**src/rtl/vga_timing_gen.sv**
```systemverilog
// vga_timing_gen
//
// Parametrised VGA raster timing generator running on the 100 MHz board
// clock. A free-running divider produces a one-cycle pixel clock-enable
// (pix_ce); every other piece of state advances only on that enable.
//
// A second pair of "lead" counters runs the same raster PIPE_LAT pixels
// ahead of hcount/vcount and drives the framebuffer read address. Read
// data therefore arrives exactly when the main counters reach the pixel
// it belongs to. The output stage registers sync, blank and colour one
// pixel after the counters.
//
// Ports
//   CLK100MHZ   in   system clock, all logic on its rising edge
//   CPU_RESETN  in   synchronous active-low reset
//   mode        in   0=framebuffer 1=colour bars 2=checker 3=solid blue,
//                    latched once per frame at the last pixel
//   raddr_vga   out  framebuffer read address (lead position)
//   rdata_vga   in   RGB444 data for the address issued PIPE_LAT ticks ago
//   VGA_R/G/B   out  4-bit colour outputs, zero while blanked
//   VGA_HS/VS   out  sync outputs, active level SYNC_POL
//   blank       out  1 outside the visible area, aligned with colour
//   hcount      out  current column (before the output register)
//   vcount      out  current line (before the output register)
//   frame_start out  one-cycle pulse on the tick that wraps to (0,0)
//   pix_ce      out  pixel clock-enable
module vga_timing_gen #(
    parameter int CLK_DIV  = 4,
    parameter int H_ACTIVE = 640,
    parameter int H_FP     = 16,
    parameter int H_SYNC   = 96,
    parameter int H_BP     = 48,
    parameter int V_ACTIVE = 480,
    parameter int V_FP     = 10,
    parameter int V_SYNC   = 2,
    parameter int V_BP     = 33,
    parameter bit SYNC_POL = 1'b0,
    parameter int ADDR_W   = 19,
    parameter int PIPE_LAT = 2
) (
    input  logic              CLK100MHZ,
    input  logic              CPU_RESETN,
    input  logic [1:0]        mode,
    output logic [ADDR_W-1:0] raddr_vga,
    input  logic [11:0]       rdata_vga,
    output logic [3:0]        VGA_R,
    output logic [3:0]        VGA_G,
    output logic [3:0]        VGA_B,
    output logic              VGA_HS,
    output logic              VGA_VS,
    output logic              blank,
    output logic [10:0]       hcount,
    output logic [10:0]       vcount,
    output logic              frame_start,
    output logic              pix_ce
);

    localparam int H_TOTAL = H_ACTIVE + H_FP + H_SYNC + H_BP;
    localparam int V_TOTAL = V_ACTIVE + V_FP + V_SYNC + V_BP;
    localparam int DIV_W   = (CLK_DIV > 1) ? $clog2(CLK_DIV) : 1;
    localparam int BAR_W   = H_ACTIVE / 8;

    localparam logic [DIV_W-1:0] DIV_LAST = DIV_W'(CLK_DIV - 1);
    localparam logic [10:0] H_LAST   = 11'(H_TOTAL - 1);
    localparam logic [10:0] V_LAST   = 11'(V_TOTAL - 1);
    localparam logic [10:0] H_ACT    = 11'(H_ACTIVE);
    localparam logic [10:0] V_ACT    = 11'(V_ACTIVE);
    localparam logic [10:0] HS_START = 11'(H_ACTIVE + H_FP);
    localparam logic [10:0] HS_END   = 11'(H_ACTIVE + H_FP + H_SYNC);
    localparam logic [10:0] VS_START = 11'(V_ACTIVE + V_FP);
    localparam logic [10:0] VS_END   = 11'(V_ACTIVE + V_FP + V_SYNC);
    localparam logic [10:0] LEAD_H0  = 11'(PIPE_LAT);

    // ------------------------------------------------------------------
    // Pixel clock-enable
    // ------------------------------------------------------------------
    logic [DIV_W-1:0] div_cnt;

    always_ff @(posedge CLK100MHZ) begin
        if (!CPU_RESETN) begin
            div_cnt <= '0;
        end else if (pix_ce) begin
            div_cnt <= '0;
        end else begin
            div_cnt <= div_cnt + DIV_W'(1);
        end
    end

    assign pix_ce = (div_cnt == DIV_LAST);

    // ------------------------------------------------------------------
    // Raster counters
    // ------------------------------------------------------------------
    logic h_wrap;
    logic v_wrap;

    assign h_wrap = (hcount == H_LAST);
    assign v_wrap = (vcount == V_LAST);

    always_ff @(posedge CLK100MHZ) begin
        if (!CPU_RESETN) begin
            hcount <= '0;
            vcount <= '0;
        end else if (pix_ce) begin
            if (h_wrap) begin
                hcount <= '0;
                vcount <= v_wrap ? 11'd0 : vcount + 11'd1;
            end else begin
                hcount <= hcount + 11'd1;
            end
        end
    end

    assign frame_start = pix_ce && h_wrap && v_wrap;

    // ------------------------------------------------------------------
    // Lead counters and read address. While the lead position is visible
    // raddr_vga equals lead_v*H_ACTIVE + lead_h, so the data for a pixel
    // lands on rdata_vga exactly when hcount/vcount reach that pixel.
    // ------------------------------------------------------------------
    logic [10:0] lead_h;
    logic [10:0] lead_v;
    logic        lead_active;
    logic        lead_h_wrap;
    logic        lead_frame_wrap;

    assign lead_active     = (lead_h < H_ACT) && (lead_v < V_ACT);
    assign lead_h_wrap     = (lead_h == H_LAST);
    assign lead_frame_wrap = lead_h_wrap && (lead_v == V_LAST);

    always_ff @(posedge CLK100MHZ) begin
        if (!CPU_RESETN) begin
            lead_h    <= LEAD_H0;
            lead_v    <= '0;
            raddr_vga <= ADDR_W'(PIPE_LAT);
        end else if (pix_ce) begin
            if (lead_h_wrap) begin
                lead_h <= '0;
                lead_v <= (lead_v == V_LAST) ? 11'd0 : lead_v + 11'd1;
            end else begin
                lead_h <= lead_h + 11'd1;
            end

            if (lead_frame_wrap) begin
                raddr_vga <= '0;
            end else if (lead_active) begin
                raddr_vga <= raddr_vga + ADDR_W'(1);
            end
        end
    end

    // ------------------------------------------------------------------
    // Mode register: updated only on the frame wrap tick so a whole frame
    // is always drawn with one pattern.
    // ------------------------------------------------------------------
    logic [1:0] mode_q;

    always_ff @(posedge CLK100MHZ) begin
        if (!CPU_RESETN) begin
            mode_q <= 2'd0;
        end else if (frame_start) begin
            mode_q <= mode;
        end
    end

    // ------------------------------------------------------------------
    // Pattern selection
    // ------------------------------------------------------------------
    logic        active;
    logic [2:0]  bar_idx;
    logic [11:0] bar_rgb;
    logic [11:0] pattern;

    assign active = (hcount < H_ACT) && (vcount < V_ACT);

    // Bar index by threshold compare; columns past 7*BAR_W fall into the
    // last bar, which absorbs any remainder of H_ACTIVE/8.
    always_comb begin
        bar_idx = 3'd0;
        for (int i = 1; i < 8; i++) begin
            if (hcount >= 11'(i * BAR_W)) begin
                bar_idx = 3'(i);
            end
        end
    end

    always_comb begin
        bar_rgb = 12'h000;
        case (bar_idx)
            3'd0: bar_rgb = 12'hFFF;
            3'd1: bar_rgb = 12'hFF0;
            3'd2: bar_rgb = 12'h0FF;
            3'd3: bar_rgb = 12'h0F0;
            3'd4: bar_rgb = 12'hF0F;
            3'd5: bar_rgb = 12'hF00;
            3'd6: bar_rgb = 12'h00F;
            default: bar_rgb = 12'h000;
        endcase
    end

    always_comb begin
        pattern = 12'h000;
        case (mode_q)
            2'd0: pattern = rdata_vga;
            2'd1: pattern = bar_rgb;
            2'd2: pattern = (hcount[5] ^ vcount[5]) ? 12'hFFF : 12'h000;
            default: pattern = 12'h00F;
        endcase
    end

    // ------------------------------------------------------------------
    // Output stage: one pixel behind the counters
    // ------------------------------------------------------------------
    logic [11:0] rgb_q;
    logic        in_hsync;
    logic        in_vsync;

    assign in_hsync = (hcount >= HS_START) && (hcount < HS_END);
    assign in_vsync = (vcount >= VS_START) && (vcount < VS_END);

    always_ff @(posedge CLK100MHZ) begin
        if (!CPU_RESETN) begin
            VGA_HS <= ~SYNC_POL;
            VGA_VS <= ~SYNC_POL;
            blank  <= 1'b1;
            rgb_q  <= 12'h000;
        end else if (pix_ce) begin
            VGA_HS <= in_hsync ? SYNC_POL : ~SYNC_POL;
            VGA_VS <= in_vsync ? SYNC_POL : ~SYNC_POL;
            blank  <= ~active;
            rgb_q  <= active ? pattern : 12'h000;
        end
    end

    assign VGA_R = rgb_q[11:8];
    assign VGA_G = rgb_q[7:4];
    assign VGA_B = rgb_q[3:0];

endmodule
```
**config.mk**
```make
export PLATFORM = sky130hd
export DESIGN_NAME = vga_timing_gen
export DESIGN_NICKNAME = d
export VERILOG_FILES = /design/src/rtl/vga_timing_gen.sv
export SDC_FILE = /design/constraint.sdc
export NUM_CORES = 1
export LEC_CHECK = 0
export CAP_MARGIN = 20
export CORE_MARGIN = 4
export CORE_UTILIZATION = 50
export CTS_CLUSTER_SIZE = 16
export DETAILED_ROUTE_END_ITERATION = 12
export DONT_BUFFER_PORTS = 1
export MAX_ROUTING_LAYER = met4
export PLACE_DENSITY = 0.72
export SYNTH_ARGS = -nofsm -noshare
export SYNTH_HDL_FRONTEND = slang
export SYNTH_SLANG_ARGS = --single-unit
```
**constraint.sdc**
```tcl
create_clock -name CLK100MHZ -period 5.9 [get_ports CLK100MHZ]
set_input_delay 0.295 -clock CLK100MHZ [delete_from_list [all_inputs] [get_ports CLK100MHZ]]
set_output_delay 0.295 -clock CLK100MHZ [all_outputs]
set_load 0.01 [all_outputs]
```
==> impl_metrics.py, run 1 <==
metrics = {
    "worst_setup_path": {
        "start_kind": "register",
        "crit_type": "reg -> out",
        "cp_max_fo": 19,
        "cp.required_ns": 5.61,
        "cp-end-kind": "output pin",
        "r2r_cells": 6,
        "worstPathArrival_ns": 2.74,
    },
    "floorplanning": {
        "die_y_um": 97.1,
        "pin_count": 74,
        "die_w_um": 97.1,
        "row_count": 32,
        "die-area_um2": 9440,
        "start_util_pct": 51.4,
        "core_area_um2": 7730,
    },
    "pwr": {
        "pwr-share-comb_pct": 3.3,
        "p_seq_share_pct": 56.2,
        "clockPowerShare_pct": 40.5,
        "power_density_nw_per_um2": 241,
        "netSwitchingFraction_pct": 22.9,
        "peakVddDrop_v": 0.000140,
        "p_leak_uw": 0.00143,
        "internal_power_uw": 783,
        "p_sw_uw": 233,
    },
    "run": {
        "drv_cap": 0,
    },
    "timing": {
        "maxClockFrequency_ghz": 0.330,
        "hold_viol": 0,
        "setup_tns_ns": 0,
        "relSlewSlack_pct": 43.5,
        "fin_crit_ns": 3.03,
        "finalSetupViolations": 0,
        "skew_ns": 0.0135,
        "tightestPinTransition_ns": 0.846,
        "rsz0062_at_grt": "no",
        "slew_viol_final": 0,
        "whs_ns": 0.0157,
        "period_share_pct": 51.4,
    },
    "clock_network": {
        "cts_hold_buf": 0,
        "clk_path_buf_depth": 2,
        "cts.clk_slew.worst_paths_ns": 0.08,
        "post_cts_resized": 0,
        "post_cts_buffers": 0,
        "cts_sinks": 82,
        "clkLatencyLatePin_ns": 0.35,
        "numCtsBuffers": 9,
        "ctsRootBufferMaster": "clkbuf_8",
        "cts_tree": "yes",
        "htree_levels": 3,
    },
    "synth": {
        "ys_warn_count": 0,
        "synth_top_area_share_pct": 41.3,
        "async_flop_share_pct": 0,
        "syn-num-nets": 494,
        "synth_area_um2": 3970,
        "synth_ff_type": "dfxtp_1",
        "ys_seq_area_share_pct": 41.3,
        "synth_area_leaders": "dfxtp_1 41%, nor2_1 5.0%, xnor2_1 4.4%",
        "synth_cells": 469,
        "yosysTopAreaCell": "dfxtp_1",
        "synth_edf_count": 0,
        "syn_avg_cell_area_um2": 8.47,
        "ys_seq_elements": 82,
        "synthDistinctLibCells": 58,
    },
    "routing": {
        "drc_errors": 0,
        "routedWlPerCell_um": 15.3,
        "vias": 3323,
        "drtIter0Drc": 236,
        "ant_nets": 0,
        "via_per_inst": 5.88,
        "wl_um": 8650,
        "drt-pass1-iter-count": 4,
    },
    "grt": {
        "grt_pass1_wl_um": 14600,
        "overflow": 0,
        "antenna_found_initial": 0,
        "grt_pass1_vias": 3018,
        "grtUsageTotal_pct": 18.6,
        "grt_max_degree": 27,
    },
    "finish": {
        "syn_to_final_growth_pct": 6.08,
        "multiInputGateArea_um2": 2170,
        "antennaDiodeCount": 0,
        "ff_latch_area_um2": 1640,
        "finish.utilization_pct": 54.5,
        "drive_gt1_share_pct": 5.83,
        "nFillCells": 721,
        "final_nets": 483,
    },
    "place": {
        "dp_hpwl_um": 6110,
        "gp_congestion": 0.806,
        "numPortBuffers": 0,
    },
    "worst_hold_path": {
        "holdPathStages": 1,
        "hold_path.class": "in -> reg",
    },
    "run_status": {
        "status": "finished clean",
    },
}
==> cell usage in the layout, fill, tap and decap left out, types with 2 or more instances in the layout <==
master and n:
dfxtp_1 82, nor2_1 53, nand2_1 44, a21oi_1 26
nand3_1 24, xnor2_1 20, xor2_1 20, o21ai_0 19
nand4_1 16, inv_1 15, nor3_1 14, or4_1 12
and3_1 10, o31ai_1 10, clkbuf_8 10, ha_1 9
and2_1 6, and4_1 5, nor2b_1 5, nor4_1 4
a21boi_0 4, a211oi_1 4, a221o_2 4, mux2i_1 3
or3_1 3, nand4bb_1 2, maj3_1 2, o311ai_0 2
or2b_1 2, clkinv_4 2, buf_4 2
==> final cells by class <==
class,instances,share of cell area [%]
Multi-Input combinational cell,348,51.5
Sequential cell,82,39.0
Clock buffer,11,3.36
Tap cell,102,3.03
Clock inverter,5,1.45
Inverter,15,1.34
Timing Repair Buffer,2,0.356
==> metal layers <==
layer	global-route usage (%)	routed length, um	part of all wire (%)	vias to the layer above
li1	-	-	-	1657
met4	5.51	91	1.1	0
met5	-	0	0	-
met3	5.74	693	8.0	10
met1	24.0	4010	46	1557
met2	28.2	3850	45	99
==> critical path, cell delays in order (launching register included) <==
cell,delay [ns]
dfxtp_1,0.34
ha_1,0.67
nand4_1,0.47
nor3_4,0.49
and3_1,0.42
==> cell usage after synthesis, types with 3 or more instances <==
cell	instances
and3_1	10
or3_1	3
ha_1	9
inv_1	15
and4_1	5
nand2_1	44
nor2_1	53
nor3_1	14
dfxtp_1	82
and2_1	6
clkbuf_1	14
xor2_1	20
xnor2_1	20
o31ai_1	10
nand4_1	16
a211oi_1	4
nand3_1	24
a21boi_0	4
or4_1	12
o21ai_0	19
a221o_2	4
mux2i_1	3
a21oi_1	26
nor2b_1	5
nor4_1	4
buf_2	7
==> worst paths after layout <==
kind         startpoint     endpoint  slack (ns)
max reg2reg  div_cnt[0]    vcount[8]        2.91
max          div_cnt[0]  frame_start        2.87
min reg2reg  div_cnt[0]   div_cnt[0]        0.43
min          CPU_RESETN       VGA_VS        0.02
==> through the flow <==
step / setup slack [ns] / cell area, um2 / total power (uW) / instances
2_1_floorplan: 3.78 / 3970 / 611 / 469
3_3_place_gp: 3.04 / 4010 / 616 / 549
3_5_place_dp: 2.95 / 4010 / 617 / 549
4_1_cts: 2.86 / 4210 / 1030 / 565
5_1_grt: 2.65 / 4210 / 1060 / 565
6_report: 2.87 / 4210 / 1020 / 565
==> logic make-up after synthesis <==
| group | count (synthesis) | synth area share [%] |
|---|---|---|
| xor+xnor | 40 | 8.82 |
| simple gates | 210 | 27.8 |
| compound gates | 84 | 13.9 |
| buf+inv | 39 | 4.03 |
| mux | 3 | 0.756 |
| flops | 82 | 41.3 |
| fa+ha+maj | 11 | 3.34 |
==> registers in the layout, summed over array words and instances, names as in the netlist <==
signal,count
hcount,11
rgb_q,12
lead_h,11
VGA_HS,1
blank,1
vcount,11
lead_v,11
raddr_vga,19
div_cnt,2
VGA_VS,1
mode_q,2
==> power by group through the flow <==
stage,Sequential (uW),Clock (uW),Combinational [uW]
2_1_floorplan,582,0,29.3
3_3_place_gp,583,0,32.6
3_5_place_dp,584,0,33.2
4_1_cts,571,421,33.6
5_1_grt,572,445,38.2
6_report,571,412,33.6
Note: power is estimated with default switching activity, not from simulation.
==> run 2: changes to the inputs <==
ABC_AREA = 1   (was default)
clock period = 2.9 ns   (was 5.9 ns; I/O delays follow)
==> impl_metrics.py, run 2 <==
metrics = {
    "worst_hold_path": {
        "hold_path.class": "in -> reg",
        "holdPathEnd": "lead_h[3]",
        "holdPathStages": 2,
        "min_from": "CPU_RESETN",
    },
    "synth": {
        "ys_seq_elements": 82,
        "synth_ff_type": "dfxtp_1",
        "ys_seq_area_share_pct": 36.4,
        "async_flop_share_pct": 0,
        "syn_avg_cell_area_um2": 6.89,
        "synth_area_um2": 4510,
        "synth_edf_count": 0,
        "ys_warn_count": 0,
        "yosysTopAreaCell": "dfxtp_1",
        "synth_cells": 654,
        "synth_area_leaders": "dfxtp_1 36%, nand2_1 13%, nor2_1 6.5%",
        "synthDistinctLibCells": 46,
        "synth_top_area_share_pct": 36.4,
        "synth_most_common_cell": "nand2_1",
        "syn-num-nets": 679,
        "netlist_top_cells_count": "153 x nand2_1, 82 x dfxtp_1, 78 x nor2_1, 58 x inv_1, 54 x a21oi_1",
    },
    "finish": {
        "antennaDiodeCount": 0,
        "mostFrequentLayoutCell": "nand2_1",
        "most-common-layout-cells": "153 x nand2_1, 82 x dfxtp_1, 78 x nor2_1, 58 x inv_1, 54 x a21oi_1",
        "drive_gt1_share_pct": 7.93,
        "syn_to_final_growth_pct": 9.33,
        "stdcell_area_um2": 4930,
        "largest_reg_flops": 19,
        "regMostFlops": "raddr_vga",
        "final_nets": 688,
        "finish.utilization_pct": 56.2,
        "reg_top3": "raddr_vga: 19 flops, rgb_q: 12 flops",
    },
    "place": {
        "dp_hpwl_um": 8280,
        "gp_congestion": 0.881,
        "numPortBuffers": 0,
        "postPlaceCellArea_um2": 4570,
    },
    "run": {
        "drv_cap": 0,
    },
    "timing": {
        "rsz0062_at_grt": "no",
        "hold_viol": 0,
        "skew_ns": 0.0162,
        "finalSetupViolations": 0,
        "tightestPinTransition_ns": 0.747,
        "relSlewSlack_pct": 50.0,
        "slew_viol_final": 0,
        "setup_tns_ns": 0,
        "maxClockFrequency_ghz": 0.483,
        "period_share_pct": 71.4,
        "fin_crit_ns": 2.07,
    },
    "clock_network": {
        "clkLatencyLatePin_ns": 0.36,
        "cts_sinks": 82,
        "cts_tree": "yes",
        "ctsRootBufferMaster": "clkbuf_8",
        "htree_levels": 3,
        "cts.clk_slew.worst_paths_ns": 0.10,
        "clk_path_buf_depth": 2,
        "post_cts_resized": 0,
        "numCtsBuffers": 9,
        "post_cts_buffers": 0,
        "cts_hold_buf": 11,
    },
    "run_status": {
        "status": "finished clean",
    },
    "floorplanning": {
        "core_area_um2": 8760,
        "pin_count": 74,
        "die_w_um": 103,
        "die_y_um": 103,
        "die-area_um2": 10600,
        "row_count": 34,
        "start_util_pct": 51.4,
    },
    "routing": {
        "drt-pass1-iter-count": 5,
        "drc_errors": 0,
        "wl_um": 11400,
        "vias": 4377,
        "via_per_inst": 5.64,
        "drtIter0Drc": 208,
        "routedWlPerCell_um": 14.7,
        "ant_nets": 0,
    },
    "pwr": {
        "netSwitchingFraction_pct": 22.8,
        "pwr-share-comb_pct": 4.6,
        "internal_power_uw": 1780,
        "fin_total_pwr_uw": 2300,
        "clockPowerShare_pct": 45.0,
        "p_leak_uw": 0.00177,
        "power_density_nw_per_um2": 467,
        "peakVddDrop_v": 0.000234,
        "p_sw_uw": 526,
        "p_seq_share_pct": 50.4,
    },
    "worst_setup_path": {
        "cp_max_fo": 9,
        "reg2reg_from": "raddr_vga[0]",
        "worstPathArrival_ns": 2.38,
        "start_kind": "register",
        "r2r_cells": 8,
        "cp.required_ns": 3.21,
        "crit_type": "reg -> reg",
        "rr_endpoint": "raddr_vga[16]",
        "rrSetupSlack_ns": 0.83,
        "cp-end-kind": "register",
    },
    "grt": {
        "grt_pass1_vias": 4096,
        "antenna_found_initial": 0,
        "overflow": 0,
        "grt_pass1_wl_um": 18800,
        "grtUsageTotal_pct": 22.6,
        "grt_max_degree": 23,
    },
}
-- run 2: cell count changes after synthesis, sizes merged, moves of 16 or more --
| cell | delta |
|---|---|
| nor2 | +31 |
| nand3 | +27 |
| nand2 | +113 |
| nor3 | +16 |
| a21oi | +27 |
| xnor2 | -19 |
| inv | +51 |
-- run 2: worst max path at each step --
stage,from,end,cells past startpoint,slack (ns)
after CTS,raddr_vga[0],raddr_vga[16],8,0.89
final,raddr_vga[0],raddr_vga[16],8,0.83
after global routing,raddr_vga[0],raddr_vga[16],8,0.64
after detailed placement,div_cnt[0],raddr_vga[13],9,0.89
after floorplan,raddr_vga[0],raddr_vga[8],7,1.30
after global placement,div_cnt[0],raddr_vga[14],9,0.99
-- run 2: final cells by class --
type,instances,area (um2)
repair buffers,14,133
fillers,839,3840
clock buffers,10,138
multi-input cells,489,2510
flip-flops and latches,82,1640
clock inverters,6,113
well taps,108,135
inverters,67,254
-- run 2: routing by layer --
metal	routed length (um)	part of all wire (%)	up-vias	track usage, %
met4	151	1.3	0	6.47
met5	0	0	-	-
met3	923	8.1	16	7.10
met2	5540	48	158	36.4
li1	-	-	2193	-
met1	4830	42	2010	27.3
-- run 2: cell families (layout without fill, tap and decap cells) --
| logic type | count (synthesis) | in the layout | share of synthesized area, % |
|---|---|---|---|
| simple gates | 374 | 374 | 39.0 |
| compound gates | 88 | 88 | 10.8 |
| buf+inv | 83 | 97 | 7.80 |
| flops | 82 | 82 | 36.4 |
| xor+xnor | 18 | 18 | 3.50 |
| fa+ha+maj | 9 | 9 | 2.50 |
-- run 2: through the flow --
stage,worst slack (ns),hold slack (ns),cells
3_5_place_dp,0.891,0.236,749
6_report,0.829,0.0224,776
5_1_grt,0.641,0.0197,776
2_1_floorplan,1.30,0.272,654
3_3_place_gp,0.993,0.233,749
4_1_cts,0.886,0.0130,776
-- run 2: worst max-delay path: stages, from the launching register on --
cell	delay, ns
dfxtp_1	0.57
ha_1	0.38
inv_1	0.09
nor2_1	0.28
and2_1	0.26
nand3_1	0.12
nand2_1	0.09
nand4_1	0.09
a21oi_1	0.14
-- run 2: power by group through the flow --
stage                     registers, uW  logic (uW)  clock network [uW]
final                              1160         106                1040
after global routing               1160         118                1110
after CTS                          1160         105                1050
after detailed placement           1190        90.4                   0
after global placement             1190        87.3                   0
after floorplan                    1180        78.4                   0
==> run 3: changes to the inputs <==
PLACE_DENSITY = 0.75   (was 0.72)
clock period = 1.8 ns   (was 2.9 ns; I/O delays follow)
==> impl_metrics.py, run 3 (same netlist as run 2, synthesis figures left out) <==
metrics = {
    "clock_network": {
        "cts_tree": "yes",
        "cts.clk_slew.worst_paths_ns": 0.09,
        "ctsRootBufferMaster": "clkbuf_8",
        "htree_levels": 3,
        "clkLatencyLatePin_ns": 0.34,
        "clk_path_buf_depth": 2,
        "cts_sinks": 82,
        "numCtsBuffers": 9,
    },
    "floorplanning": {
        "start_util_pct": 51.4,
        "die-area_um2": 10600,
        "row_count": 34,
        "pin_count": 74,
        "die_w_um": 103,
        "core_area_um2": 8760,
        "die_y_um": 103,
    },
    "routing": {
        "ant_nets": 0,
        "vias": 4544,
        "via_per_inst": 5.54,
        "drc_errors": 0,
        "drtIter0Drc": 159,
        "drt-pass1-iter-count": 5,
        "wl_um": 11700,
        "routedWlPerCell_um": 14.2,
    },
    "pwr": {
        "fin_total_pwr_uw": 3310,
        "internal_power_uw": 2470,
        "clockPowerShare_pct": 36.9,
        "p_seq_share_pct": 56.3,
        "power_density_nw_per_um2": 626,
        "p_leak_uw": 0.00197,
        "p_sw_uw": 838,
        "pwr-share-comb_pct": 6.8,
        "netSwitchingFraction_pct": 25.3,
        "peakVddDrop_v": 0.000429,
    },
    "timing": {
        "finalSetupViolations": 0,
        "skew_ns": 0.0115,
        "setup_tns_ns": 0,
        "hold_viol": 0,
        "maxClockFrequency_ghz": 0.590,
        "slew_viol_final": 0,
        "rsz0062_at_grt": "yes",
        "period_share_pct": 94.2,
        "relSlewSlack_pct": 49.0,
        "tightestPinTransition_ns": 0.762,
        "fin_crit_ns": 1.69,
    },
    "worst_hold_path": {
        "min_from": "CPU_RESETN",
        "hold_path.class": "in -> reg",
    },
    "finish": {
        "mostFrequentLayoutCell": "nand2_1",
        "multiInputGateArea_um2": 2580,
        "final_nets": 732,
        "antennaDiodeCount": 0,
        "finish.utilization_pct": 60.3,
        "nFillCells": 778,
        "ff_latch_area_um2": 1650,
        "reg_top3": "raddr_vga: 19 flops, rgb_q: 12 flops",
        "regMostFlops": "raddr_vga",
        "syn_to_final_growth_pct": 17.2,
        "drive_gt1_share_pct": 15.0,
        "largest_reg_flops": 19,
        "most-common-layout-cells": "150 x nand2_1, 79 x dfxtp_1, 76 x nor2_1, 55 x inv_1, 54 x a21oi_1",
    },
    "worst_setup_path": {
        "cpMaxStageDelayCell": "dfxtp_4",
        "rr_endpoint": "raddr_vga[12]",
        "cp-end-kind": "output pin",
        "worstPathArrival_ns": 1.60,
        "rrSetupSlack_ns": 0.11,
        "cp_max_fo": 5,
        "cp.required_ns": 1.71,
        "r2r_cells": 9,
        "start_kind": "register",
        "max_stage_delay_ns": 0.39,
        "endpoint": "frame_start",
        "crit_type": "reg -> out",
        "path_cells": "inv_4 -> ha_4 -> nand2_2 -> nor3_4 -> nand4_1 -> nor2_2",
        "reg2reg_from": "lead_v[0]",
        "cp-startpoint": "vcount[1]",
    },
    "place": {
        "dp_hpwl_um": 8420,
        "gp_congestion": 0.925,
        "numPortBuffers": 0,
    },
    "grt": {
        "grt_pass1_vias": 4186,
        "grtUsageTotal_pct": 22.6,
        "antenna_found_initial": 0,
        "overflow": 0,
        "grt_max_degree": 19,
        "grt_pass1_wl_um": 19000,
    },
    "run_status": {
        "status": "finished clean",
    },
    "run": {
        "drv_cap": 0,
    },
}
-- run 3: changes by cell type in the layout (fill, tap and decap cells not counted), sizes merged --
cell         before  now
buf               3   42
clkinv            3    5
clkinvlp          0    2
bufinv            3    0
nand2           157  158
inv              67   66
dlygate4sd3      11   15
-- run 3: power by group through the flow --
stage / clock [uW] / sequential, uW / combinational [uW]
2_1_floorplan: 0 / 1910 / 126
3_3_place_gp: 0 / 1900 / 169
3_5_place_dp: 0 / 1900 / 174
4_1_cts: 1240 / 1860 / 205
5_1_grt: 1340 / 1860 / 249
6_report: 1220 / 1860 / 224
-- run 3: through the flow --
stage / setup WS (ns) / hold WS (ns) / instance area (um2) / instances
finish: 0.105 / 0.128 / 5280 / 820
global route: -0.00924 / 0.149 / 5280 / 820
CTS: 0.00954 / 0.114 / 5140 / 811
detailed placement: 0.0691 / 0.182 / 4800 / 780
global placement: 0.0899 / 0.179 / 4800 / 780
floorplan: 0.203 / 0.217 / 4510 / 654
-- run 3: final cells by class --
cell class	instances	share of cell area, %
Multi-Input combinational cell	490	48.9
Sequential cell	82	31.2
Timing Repair Buffer	57	9.05
Inverter	67	4.86
Clock buffer	10	2.61
Tap cell	108	2.56
Clock inverter	6	0.805
-- run 3: worst min-delay path by stage --
stage                    to  slack (ns)  depth (start not counted)
2_1_floorplan     mode_q[0]        0.22                          2
3_3_place_gp   raddr_vga[1]        0.18                          1
3_5_place_dp   raddr_vga[1]        0.18                          1
4_1_cts           lead_h[1]        0.11                          3
5_1_grt              VGA_VS        0.15                          3
6_report          lead_h[1]        0.13                          3
-- run 3: what timing repair did --
action	in CTS	in global routing
pin swaps	0	7
buffers inserted	0	8
hold buffers	15	0
gates resized for setup	2	19
setup endpoints to repair	1	34
cloned	0	1
hold endpoints to repair	38	0
-- run 3: worst max-delay path, delay by kind of cell (launching register included) --
kind	cells	cell delay [ns]
flops	1	0.39
fa+ha+maj	1	0.13
buf+inv	1	0.07
simple gates	4	0.68
-- run 3: per-layer routing --
| layer | wire length (um) | vias to the layer above | track usage [%] | share of wire (%) |
|---|---|---|---|---|
| met5 | 0 | - | - | 0 |
| met4 | 101 | 0 | 6.57 | 0.87 |
| met3 | 920 | 12 | 6.29 | 7.9 |
| met2 | 5690 | 163 | 36.6 | 49 |
| met1 | 4960 | 2083 | 27.5 | 42 |
| li1 | - | 2286 | - | - |
